--- src/rtl/trap_sequencer.sv ---
// Trap entry/return sequencer: owns STATUS/SCAUSE/INTMASK/EPC, picks the winning cause,
// runs the pipeline flush handshake and redirects fetch to the vector or back to EPC.
module trap_sequencer #(
  parameter int unsigned     PC_W     = 32,
  parameter logic [PC_W-1:0] VEC_BASE = 32'h0000_0100
) (
  input  logic            clk,
  input  logic            rstn,
  input  logic [7:0]      irq_src,
  input  logic            csr_we,
  input  logic [1:0]      csr_addr,
  input  logic [7:0]      csr_wdata,
  output logic [7:0]      csr_rdata,
  output logic            flush_req,
  input  logic            flush_ack,
  input  logic [PC_W-1:0] epc_in,
  input  logic            sret,
  output logic            redirect,
  output logic [PC_W-1:0] redirect_pc,
  output logic            in_trap,
  output logic [7:0]      status_o
);

  typedef enum logic [2:0] {StIdle, StFlush, StEnter, StHandler, StReturn} state_e;

  state_e          state_q, state_d;
  logic [7:0]      status_q, status_d;
  logic [7:0]      scause_q, scause_d;
  logic [7:0]      intmask_q, intmask_d;
  logic [2:0]      cause_q, cause_d;
  logic [PC_W-1:0] epc_q, epc_d;

  logic [7:0] pend;
  logic       take;
  logic [2:0] win_idx;

  assign pend = scause_q & intmask_q;
  assign take = (|pend) & status_q[1] & ~status_q[0];

  // Scan from the top so the lowest set bit is the last (winning) assignment.
  always_comb begin
    win_idx = 3'd0;
    for (int i = 7; i >= 0; i--) begin
      if (pend[i]) win_idx = 3'(i);
    end
  end

  always_comb begin
    state_d   = state_q;
    status_d  = status_q;
    scause_d  = scause_q;
    intmask_d = intmask_q;
    cause_d   = cause_q;
    epc_d     = epc_q;

    if (csr_we) begin
      unique case (csr_addr)
        2'd0:    status_d  = csr_wdata;
        2'd1:    scause_d  = scause_q & ~csr_wdata;
        2'd2:    intmask_d = csr_wdata;
        default: ;
      endcase
    end

    unique case (state_q)
      StIdle: begin
        if (take) begin
          state_d = StFlush;
          cause_d = win_idx;
        end
      end
      StFlush: begin
        if (flush_ack) begin
          state_d = StEnter;
          epc_d   = epc_in;
        end
      end
      StEnter: begin
        state_d           = StHandler;
        status_d[0]       = 1'b1;
        scause_d[cause_q] = 1'b0;
      end
      StHandler: begin
        if (sret) state_d = StReturn;
      end
      StReturn: begin
        state_d     = StIdle;
        status_d[0] = 1'b0;
      end
      default: state_d = StIdle;
    endcase

    // Sources are applied last so a hardware set beats any same-cycle clear.
    scause_d = scause_d | irq_src;
  end

  always_ff @(posedge clk or negedge rstn) begin
    if (!rstn) begin
      state_q   <= StIdle;
      status_q  <= 8'h00;
      scause_q  <= 8'h00;
      intmask_q <= 8'h00;
      cause_q   <= 3'd0;
      epc_q     <= '0;
    end else begin
      state_q   <= state_d;
      status_q  <= status_d;
      scause_q  <= scause_d;
      intmask_q <= intmask_d;
      cause_q   <= cause_d;
      epc_q     <= epc_d;
    end
  end

  always_comb begin
    flush_req   = (state_q == StFlush);
    in_trap     = (state_q == StHandler);
    redirect    = 1'b0;
    redirect_pc = '0;
    if (state_q == StEnter) begin
      redirect    = 1'b1;
      redirect_pc = VEC_BASE + PC_W'({cause_q, 2'b00});
    end else if (state_q == StReturn) begin
      redirect    = 1'b1;
      redirect_pc = epc_q;
    end
  end

  always_comb begin
    unique case (csr_addr)
      2'd0:    csr_rdata = status_q;
      2'd1:    csr_rdata = scause_q;
      2'd2:    csr_rdata = intmask_q;
      default: csr_rdata = {5'b0, cause_q};
    endcase
  end

  assign status_o = status_q;

endmodule

--- config.mk ---
export PLATFORM = sky130hd
export DESIGN_NAME = trap_sequencer
export DESIGN_NICKNAME = d
export VERILOG_FILES = /design/src/rtl/trap_sequencer.sv
export SDC_FILE = /design/constraint.sdc
export NUM_CORES = 1
export LEC_CHECK = 0
export CAP_MARGIN = 20
export CORE_MARGIN = 5
export CORE_UTILIZATION = 51
export CTS_BUF_LIST = sky130_fd_sc_hd__clkbuf_4
export CTS_CLUSTER_SIZE = 25
export DETAILED_ROUTE_END_ITERATION = 8
export PLACE_DENSITY = 0.9
export REMOVE_ABC_BUFFERS = 1
export SLEW_MARGIN = 20
export SYNTH_ARGS = -nofsm -noshare
export SYNTH_HDL_FRONTEND = slang
export SYNTH_SLANG_ARGS = --single-unit
--- constraint.sdc ---
create_clock -name clk -period 2.5 [get_ports clk]
set_input_delay 0.5 -clock clk [delete_from_list [all_inputs] [get_ports clk]]
set_output_delay 0.5 -clock clk [all_outputs]
set_load 0.02 [all_outputs]
==> results of run 1 <==
==> cell families (layout without fill, tap and decap cells) <==
logic type	after synthesis	after routing	synth area share (%)
AO/OA/AOI/OAI	33	33	7.739
flip-flops	62	62	49.21
multiplexers	59	59	25.48
AND/OR/NAND/NOR	84	84	14.76
buffers and inverters	13	135	2.817
==> per-stage QoR <==
stage	power (uW)	setup TNS, ns	instances
CTS	4043	0	448
finish	4017	0	448
detailed placement	3411	-1.921	432
global route	4259	0	448
global placement	3333	-1.624	432
floorplan	2727	0	239
==> layout by cell type (no fill, tap or decap), types with 2 or more instances in the layout <==
cell | synthesis | routed
clkinv_1 | 0 | 2
a21oi_1 | 4 | 4
mux2i_1 | 6 | 6
nand3_1 | 2 | 2
nand2_1 | 24 | 24
a32oi_1 | 2 | 2
buf_12 | 0 | 2
a221oi_1 | 3 | 3
clkdlybuf4s50_1 | 0 | 61
clkinv_2 | 0 | 3
o21ai_0 | 7 | 7
mux2_4 | 30 | 30
nand2b_1 | 2 | 2
dlymetal6s2s_1 | 0 | 5
dlygate4sd2_1 | 0 | 37
mux2_2 | 20 | 20
nor2b_1 | 6 | 5
buf_4 | 2 | 10
nor2_1 | 6 | 6
and3_1 | 4 | 3
a31o_2 | 8 | 8
nor3_1 | 3 | 3
dfrtp_1 | 62 | 61
clkbuf_4 | 0 | 10
a22oi_1 | 5 | 5
and2_1 | 32 | 32
mux4_2 | 3 | 3
==> flip-flops by register name (all words and copies together) (netlist names) <==
| name | flops |
|---|---|
| intmask_q | 8 |
| state_q | 3 |
| cause_q | 3 |
| scause_q | 8 |
| epc_q | 32 |
| status_o | 8 |
==> layout make-up <==
type,instances,area share [%]
clock buffer,10,1.693
clock inverter,6,1.185
inverter,1,0.08467
multi-input combinational,176,34.21
sequential,62,35.03
tap,75,2.117
timing repair buffer,118,25.68
==> power by group through the flow <==
stage          Clock (uW)  Combinational, uW  Sequential, uW
2_1_floorplan           0               1080            1650
3_3_place_gp            0               1670            1660
3_5_place_dp            0               1730            1680
4_1_cts               669               1700            1680
5_1_grt               722               1810            1730
6_report              658               1680            1680
==> repair_timing <==
| item | in CTS | in global routing |
|---|---|---|
| setup endpoints to repair | 39 | 5 |
| pin swaps | 0 | 0 |
| resized for setup | 41 | 6 |
==> worst min path at each step <==
stage	from	end	slack (ns)	depth (start not counted)
floorplan	rstn	cause_q[0]	0.20	0
global placement	epc_q[1]	epc_q[1]	0.48	1
detailed placement	epc_q[28]	epc_q[28]	0.48	1
CTS	rstn	scause_q[7]	0.16	1
global route	rstn	scause_q[6]	0.20	1
finish	rstn	scause_q[7]	0.14	1
==> routing by layer <==
| layer | part of all wire (%) | track usage, % |
|---|---|---|
| met5 | 0 | 0 |
| met4 | 3.9 | 12.50 |
| met3 | 7.8 | 5.493 |
| met2 | 50 | 37.18 |
| met1 | 38 | 27.11 |
==> run summary, run 1 <==
# rows = 28
number of port buffers = 105
Core Util, Final = 74.43%
CTS Buffer Depth = 2
Yosys warning count = 0
Core Region = 5956 um2
Worst Hold Class = in2async
worst path bufs/invs = 2
area occupied by multi-input gates = 1516 um2
Synth area leaders = dfrtp_1 49%, mux2_4 14%, mux2_2 7.1%, and2_1 6.3%, nand2_1 2.9%
pwr dens = 906.2 nW/um2
share of cells above drive strength 1 = 25.47%
cell-by-cell trace of the critical path = buf_4 -> nor2_1 -> and2_1 -> clkdlybuf4s50_1
Area after DPL = 4332 um2
Post-synth EDFFs = 0
final count of hold timing violations = 0
minimum hold slack = 0.1381 ns
Logic pwr share = 41.8%
register area share after synthesis = 49.21%
CP delay by family, top = buffers and inverters
R2R depth = 5
CP endpoint = flush_req
vias in the first global route = 2,749
total die area = 7855 um2
f_max = 0.4193 GHz
Nets = 423
Layout Area Growth over Synthesis = 40.60%
Routed WL = 8264 um
Critical Path End Type = output pin
Yosys reg bits = 62
fin area = 4433 um2
# setup viols final = 0
Final min period = 2.385 ns
TritonCTS Buffers = 9
initial drt markers = 206
DRC viols = 0
top_reg_cell synth = dfrtp_1
top post-synthesis cells by count = 62 x dfrtp_1, 32 x and2_1, 30 x mux2_4
Synth Instances = 251
Crit Path Class = reg2out
Antenna Cells = 0
Reg-to-Reg Start = state_q[1]
count leader, synth = dfrtp_1
Worst Setup SP = state_q[1]
Detailed Routing Iterations Pass 1 = 4
pin count of the biggest net entering global routing = 33
GRT overflow = 0
Worst Skew = 0.01640 ns
Die Ht = 88.63 um
initial antenna violation count = 0
Reg area = 1553 um2
r2r endpoint = epc_q[1]
post-route clock period utilization = 95.41%
Yosys top cell by area = dfrtp_1
CTS clk-pin slew, worst paths = 0.11 ns
Slew Limit Fails = 0
vias = 2,508
drt wl/cell = 18.45 um
RSZ-0062 raised after global routing = no
CTS tree = built
Vias/cell = 5.598
r2r setup slk = 0.76 ns
CTS root buf = clkbuf_4
fraction of registers with async set/reset = 100.0%
Setup WS post-layout = 0.1149 ns
status = finished, final reports clean
fill count = 416
switching part of the total = 33.74%
worst slew pin tran = 0.7199 ns
Max IR drop VDD = 0.5796 mV
slowest stage delay, CP = 0.59 ns
Max Cap Viol = 0
hold-fix buffers at CTS = 0
first-pass GRT wire length = 13,350 um
CP Data Arrival Time = 1.89 ns
all-layer global routing usage = 22.58%
switching power = 1355 uW
worst skew pair latency = 0.40 ns
Yosys cell types = 33
internal power = 2662 uW
Crit path depth = 4
Antenna Nets Post-Route = 0
setup bufs post-CTS = 0
Starting Density = 52.94%
# H-tree levels = 3
clk sinks = 62
register share of total power = 41.8%
relative slew slack = 52.00%
worst slack at placement = -0.2667 ns
Mapped Area = 3153 um2
post-synth top area share = 49.21%
CP Launch Type = flip-flop
syn avg cell area = 12.56 um2
critical path required time = 2.00 ns
HPWL after DPL = 6118 um
clock network power share = 16.4%
IO Pins = 106
gpl congestion = 0.8266
Static Leak = 0.002101 uW
critical path's slowest cell = clkdlybuf4s50_1
crit-path max FO = 8
Die W = 88.63 um
No activity file was read; power rests on OpenSTA's default activity.
==> run 2: changes to the inputs <==
--- a/config.mk
+++ b/config.mk
@@ -13,6 +13,7 @@
 export DETAILED_ROUTE_END_ITERATION = 8
 export PLACE_DENSITY = 0.9
 export REMOVE_ABC_BUFFERS = 1
+export SETUP_SLACK_MARGIN = 0.1
 export SLEW_MARGIN = 20
 export SYNTH_ARGS = -nofsm -noshare
 export SYNTH_HDL_FRONTEND = slang
==> run 2 against run 1 <==
First-iteration DRC count is 10% higher. Register-to-register slack hardly changed. Global-route usage stayed put. Critical path type unchanged. Count of clock-buffer cells in the layout stayed put. Via count is 0.64% lower. Wire length is 0.62% lower. Highest routed layer unchanged. Maximum frequency is 3.3% higher. Setup slack better by 0.077 ns. Largest power group unchanged.
==> run summary, run 2 (same netlist as run 1, synthesis figures left out) <==
CTS tree = built
worst path bufs/invs = 2 (unchanged)
most frequent cells in the layout = 61 x dfrtp_1, 60 x clkdlybuf4s50_1, 34 x dlygate4sd2_1, 32 x and2_1, 30 x mux2_4
pwr dens = 905.6 nW/um2 (about the same)
largest reg by FF count = epc_q
CTS clk-pin slew, worst paths = 0.11 ns (about the same)
drt wl/cell = 18.33 um (-0.62%)
minimum hold slack = 0.1388 ns (+0.0006160 ns)
CTS Buffer Depth = 2 (unchanged)
CTS root buf = clkbuf_4
# setup viols final = 0 (unchanged)
Worst Setup SP = state_q[1]
slowest stage delay, CP = 0.40 ns (-0.19 ns)
vias in the first global route = 2,749 (unchanged)
worst slew pin tran = 0.7215 ns (+0.001513 ns)
Reg-to-Reg Start = state_q[1]
Worst Hold Class = in2async
R2R depth = 5 (unchanged)
Max Cap Viol = 0 (unchanged)
Core Region = 5956 um2 (unchanged)
IO Pins = 106 (unchanged)
CP Data Arrival Time = 1.81 ns (-0.08 ns)
initial antenna violation count = 0 (unchanged)
r2r endpoint = epc_q[1]
Static Leak = 0.002045 uW (-2.7%)
critical path required time = 2.00 ns (about the same)
number of port buffers = 105 (unchanged)
Critical Path End Type = output pin
Die W = 88.63 um (unchanged)
share of cells above drive strength 1 = 26.27% (+0.80 points)
Largest register FFs = 32 (unchanged)
Detailed Routing Iterations Pass 1 = 4 (unchanged)
Final min period = 2.308 ns (-0.07702 ns)
f_max = 0.4333 GHz (+3.3%)
Area after DPL = 4332 um2 (unchanged)
gpl congestion = 0.8266 (unchanged)
Antenna Nets Post-Route = 0 (unchanged)
r2r setup slk = 0.76 ns (about the same)
relative slew slack = 51.90% (-0.10 points)
setup total negative slack = 0 ns (unchanged)
RSZ-0062 raised after global routing = yes
initial drt markers = 227 (+10%)
CP Launch Type = flip-flop
all-layer global routing usage = 22.58% (unchanged)
Crit Path Class = reg2out
post-route clock period utilization = 92.32% (-3.1 points)
vias = 2,492 (-0.64%)
fin area = 4414 um2 (-0.42%)
DRC viols = 0 (unchanged)
Antenna Cells = 0 (unchanged)
HPWL after DPL = 6118 um (unchanged)
Layout Area Growth over Synthesis = 40.00%
clk sinks = 62 (unchanged)
Slew Limit Fails = 0 (unchanged)
GRT overflow = 0 (unchanged)
Max IR drop VDD = 0.5516 mV (-4.8%)
total die area = 7855 um2 (unchanged)
CP delay by family, top = buffers and inverters
worst skew pair latency = 0.40 ns (about the same)
Nets = 423 (unchanged)
Vias/cell = 5.563 (-0.64%)
pin count of the biggest net entering global routing = 33 (unchanged)
Starting Density = 52.94% (unchanged)
# rows = 28 (unchanged)
# H-tree levels = 3 (unchanged)
status = finished, final reports clean
cell-by-cell trace of the critical path = nand2b_1 -> nor2_1 -> buf_6 -> and2_1 -> dlygate4sd2_1
Routed WL = 8213 um (-0.62%)
final count of hold timing violations = 0 (unchanged)
critical path's slowest cell = dfrtp_1
Die Ht = 88.63 um (unchanged)
most common cell after layout, fill and taps aside = dfrtp_1
Worst Skew = 0.01579 ns (-0.0006090 ns)
TritonCTS Buffers = 9 (unchanged)
crit-path max FO = 29 (+21)
fill count = 419 (+0.72%)
first-pass GRT wire length = 13,350 um (unchanged)
run 2: cell type report:
type | count | area, um2 | area share (%)
Clock buffer | 10 | 75.07 | 1.701
Clock inverter | 6 | 52.55 | 1.190
Inverter | 1 | 3.754 | 0.08503
Multi-Input combinational cell | 176 | 1516 | 34.35
Sequential cell | 62 | 1553 | 35.18
Tap cell | 75 | 93.84 | 2.126
Timing Repair Buffer | 118 | 1120 | 25.37
run 2: worst max path at each step:
stage	slack [ns]	cells past startpoint	endpoint
finish	0.19	5	redirect_pc[5]
global route	0.08	5	redirect_pc[13]
CTS	0.11	4	in_trap
detailed placement	-0.27	6	csr_rdata[7]
global placement	-0.22	3	csr_rdata[1]
floorplan	0.12	2	epc_q[1]
run 2: where the power goes:
part,internal [uW],total [uW],switching (uW),leakage [uW]
Sequential,1380,1680,295,0.000715
Clock,305,658,353,0.0000750
Combinational,957,1660,705,0.00125
Total,2650,4000,1350,0.00204
run 2: worst reg2reg max path: stages (launching register included):
cell and delay [ns]:
dfrtp_1 0.40, buf_4 0.16, nor2_1 0.20, and3_2 0.24, buf_12 0.25, mux2_2 0.39
run 2: per-stage QoR:
step / util, % / instances / worst slack (ns) / power, uW
final: 74.12 / 448 / 0.1919 / 3998
after global routing: 74.12 / 448 / 0.08374 / 4243
after CTS: 74.12 / 448 / 0.1128 / 4022
after detailed placement: 72.73 / 432 / -0.2667 / 3411
after global placement: 72.73 / 432 / -0.2226 / 3333
after floorplan: - / 239 / 0.1180 / 2727
run 2: what timing repair did:
action	4_1_cts	5_1_grt
setup buffers	0	0
hold buffers	0	0
setup endpoints to repair	42	21
gates resized for setup	45	13
run 2: per-layer routing:
metal | wire, um | GRT usage, % | vias up | share of wire [%]
li1 | - | - | 1134 | -
met1 | 3140 | 27.11 | 1218 | 38
met2 | 4142 | 37.18 | 113 | 50
met3 | 620 | 5.493 | 27 | 7.5
met4 | 310 | 12.50 | 0 | 3.8
met5 | 0 | 0 | - | 0
==> run 3: changes to the inputs <==
--- a/config.mk
+++ b/config.mk
@@ -13,8 +13,8 @@
 export DETAILED_ROUTE_END_ITERATION = 8
 export PLACE_DENSITY = 0.9
 export REMOVE_ABC_BUFFERS = 1
-export SETUP_SLACK_MARGIN = 0.1
 export SLEW_MARGIN = 20
 export SYNTH_ARGS = -nofsm -noshare
 export SYNTH_HDL_FRONTEND = slang
 export SYNTH_SLANG_ARGS = --single-unit
+export TNS_END_PERCENT = 20
==> run 3 against run 2 <==
First-iteration DRC count rose by 4.0%. Flip-flop and latch count is the same. Largest cell class unchanged. Highest routed layer unchanged. Maximum frequency down 2.9%. Largest power group unchanged.
==> run summary, run 3 (same netlist as run 1, synthesis figures left out) <==
register share of total power = 41.8% (-0.2 points)
Reg area = 1553 um2 (unchanged)
first-pass GRT wire length = 13,350 um (unchanged)
CP Data Arrival Time = 1.88 ns (+0.07 ns)
initial antenna violation count = 0 (unchanged)
CTS Buffer Depth = 2 (unchanged)
switching power = 1353 uW (about the same)
most frequent cells in the layout = 61 x dfrtp_1, 61 x clkdlybuf4s50_1, 35 x dlygate4sd2_1, 32 x and2_1, 30 x mux2_4
Routed WL = 8237 um (+0.29%)
HPWL after DPL = 6118 um (unchanged)
IO Pins = 106 (unchanged)
# rows = 28 (unchanged)
worst skew pair latency = 0.39 ns (about the same)
Final min period = 2.377 ns (+0.06849 ns)
r2r setup slk = 0.76 ns (about the same)
CTS tree = built
f_max = 0.4208 GHz (-2.9%)
CP Launch Type = flip-flop
r2r endpoint = epc_q[1]
# setup viols final = 0 (unchanged)
pwr dens = 904.8 nW/um2 (about the same)
Layout Area Growth over Synthesis = 40.83%
worst slew pin tran = 0.7196 ns (-0.001889 ns)
Worst Hold Class = in2async
DRC viols = 0 (unchanged)
Antenna Nets Post-Route = 0 (unchanged)
vias = 2,497 (+0.20%)
final count of hold timing violations = 0 (unchanged)
CTS clk-pin slew, worst paths = 0.11 ns (about the same)
R2R depth = 5 (unchanged)
Worst Skew = 0.01479 ns (-0.0009980 ns)
TritonCTS Buffers = 9 (unchanged)
clock network power share = 16.3% (-0.2 points)
# H-tree levels = 3 (unchanged)
Die Ht = 88.63 um (unchanged)
status = finished, final reports clean
Slew Limit Fails = 0 (unchanged)
Die W = 88.63 um (unchanged)
critical path required time = 2.00 ns (about the same)
largest reg by FF count = epc_q
Starting Density = 52.94% (unchanged)
Detailed Routing Iterations Pass 1 = 4 (unchanged)
crit-path max FO = 8 (-72%)
GRT overflow = 0 (unchanged)
Reg-to-Reg Start = state_q[1]
internal power = 2665 uW (+0.73%)
Crit Path Class = reg2out
pin count of the biggest net entering global routing = 33 (unchanged)
Vias/cell = 5.574 (+0.20%)
relative slew slack = 52.03% (+0.13 points)
post-route clock period utilization = 95.06% (+2.7 points)
Largest register FFs = 32 (unchanged)
all-layer global routing usage = 22.58% (unchanged)
area occupied by multi-input gates = 1516 um2 (unchanged)
Static Leak = 0.002128 uW (+4.1%)
initial drt markers = 236 (+4.0%)
fin area = 4441 um2 (+0.60%)
switching part of the total = 33.68% (-0.15 points)
clk sinks = 62 (unchanged)
Max Cap Viol = 0 (unchanged)
total die area = 7855 um2 (unchanged)
gpl congestion = 0.8266 (unchanged)
Power Total = 4018 uW (+0.50%)
Nets = 423 (unchanged)
Critical Path End Type = output pin
drt wl/cell = 18.39 um (+0.29%)
Core Region = 5956 um2 (unchanged)
RSZ-0062 raised after global routing = no
fill count = 417 (-0.48%)
vias in the first global route = 2,749 (unchanged)
Antenna Cells = 0 (unchanged)
number of port buffers = 105 (unchanged)
Max IR drop VDD = 0.5777 mV (+4.7%)
CTS root buf = clkbuf_4
Logic pwr share = 41.9% (+0.3 points)
Area after DPL = 4332 um2 (unchanged)
share of cells above drive strength 1 = 25.47% (-0.80 points)
## run 3: changes by cell type in the layout (fill, tap and decap cells not counted), sizes merged
cell,change
clkdlybuf4s50,+1
clkdlybuf4s15,-4
clkbuf,-3
dlymetal6s2s,+5
dlygate4sd2,+1
## run 3: worst max path at each step
| stage | start | endpoint | slack, ns | cells past startpoint |
|---|---|---|---|---|
| floorplan | state_q[0] | epc_q[1] | 0.12 | 2 |
| global placement | csr_addr[0] | csr_rdata[1] | -0.22 | 3 |
| detailed placement | csr_addr[0] | csr_rdata[7] | -0.27 | 6 |
| CTS | state_q[1] | redirect_pc[5] | -0.10 | 5 |
| global route | state_q[1] | flush_req | 0.03 | 4 |
| finish | state_q[1] | flush_req | 0.12 | 4 |
## run 3: final cells by class
type / instances / area share, %
Sequential cell: 62 / 34.97
Inverter: 1 / 0.08453
Clock inverter: 6 / 1.183
Timing Repair Buffer: 118 / 25.81
Multi-Input combinational cell: 176 / 34.15
Tap cell: 75 / 2.113
Clock buffer: 10 / 1.691
## run 3: routing by layer
| layer | part of all wire (%) | vias to the layer above | GRT usage (%) |
|---|---|---|---|
| met5 | 0 | - | 0 |
| li1 | - | 1133 | - |
| met3 | 7.5 | 24 | 5.493 |
| met1 | 38 | 1225 | 27.11 |
| met4 | 3.1 | 0 | 12.50 |
| met2 | 51 | 115 | 37.18 |
## run 3: what timing repair did
item,4_1_cts,5_1_grt
pin swaps,0,0
hold buffers,0,0
setup buffers,0,0
endpoints found under the setup margin,39,7
gates resized for setup,38,9
## run 3: stage by stage
stage	worst slack (ns)	hold WS [ns]	TNS, ns	instances	util (%)
2_1_floorplan	0.1180	0.2044	0	239	-
3_3_place_gp	-0.2226	0.4828	-1.624	432	72.73
3_5_place_dp	-0.2667	0.4835	-1.921	432	72.73
4_1_cts	-0.1014	0.1551	-0.1878	448	74.20
5_1_grt	0.02561	0.1985	0	448	74.56
6_report	0.1234	0.1448	0	448	74.56
## run 3: power groups by stage
stage          sequential [uW]  clock, uW  combinational [uW]
2_1_floorplan             1650          0                1080
3_3_place_gp              1660          0                1670
3_5_place_dp              1680          0                1730
4_1_cts                   1680        669                1700
5_1_grt                   1730        722                1810
6_report                  1680        656                1680
## run 3: critical path: stages, from the launching register on
cell and delay (ns):
dfrtp_1 0.40, buf_4 0.16, nor2_1 0.19, and2_1 0.15, clkdlybuf4s50_1 0.59
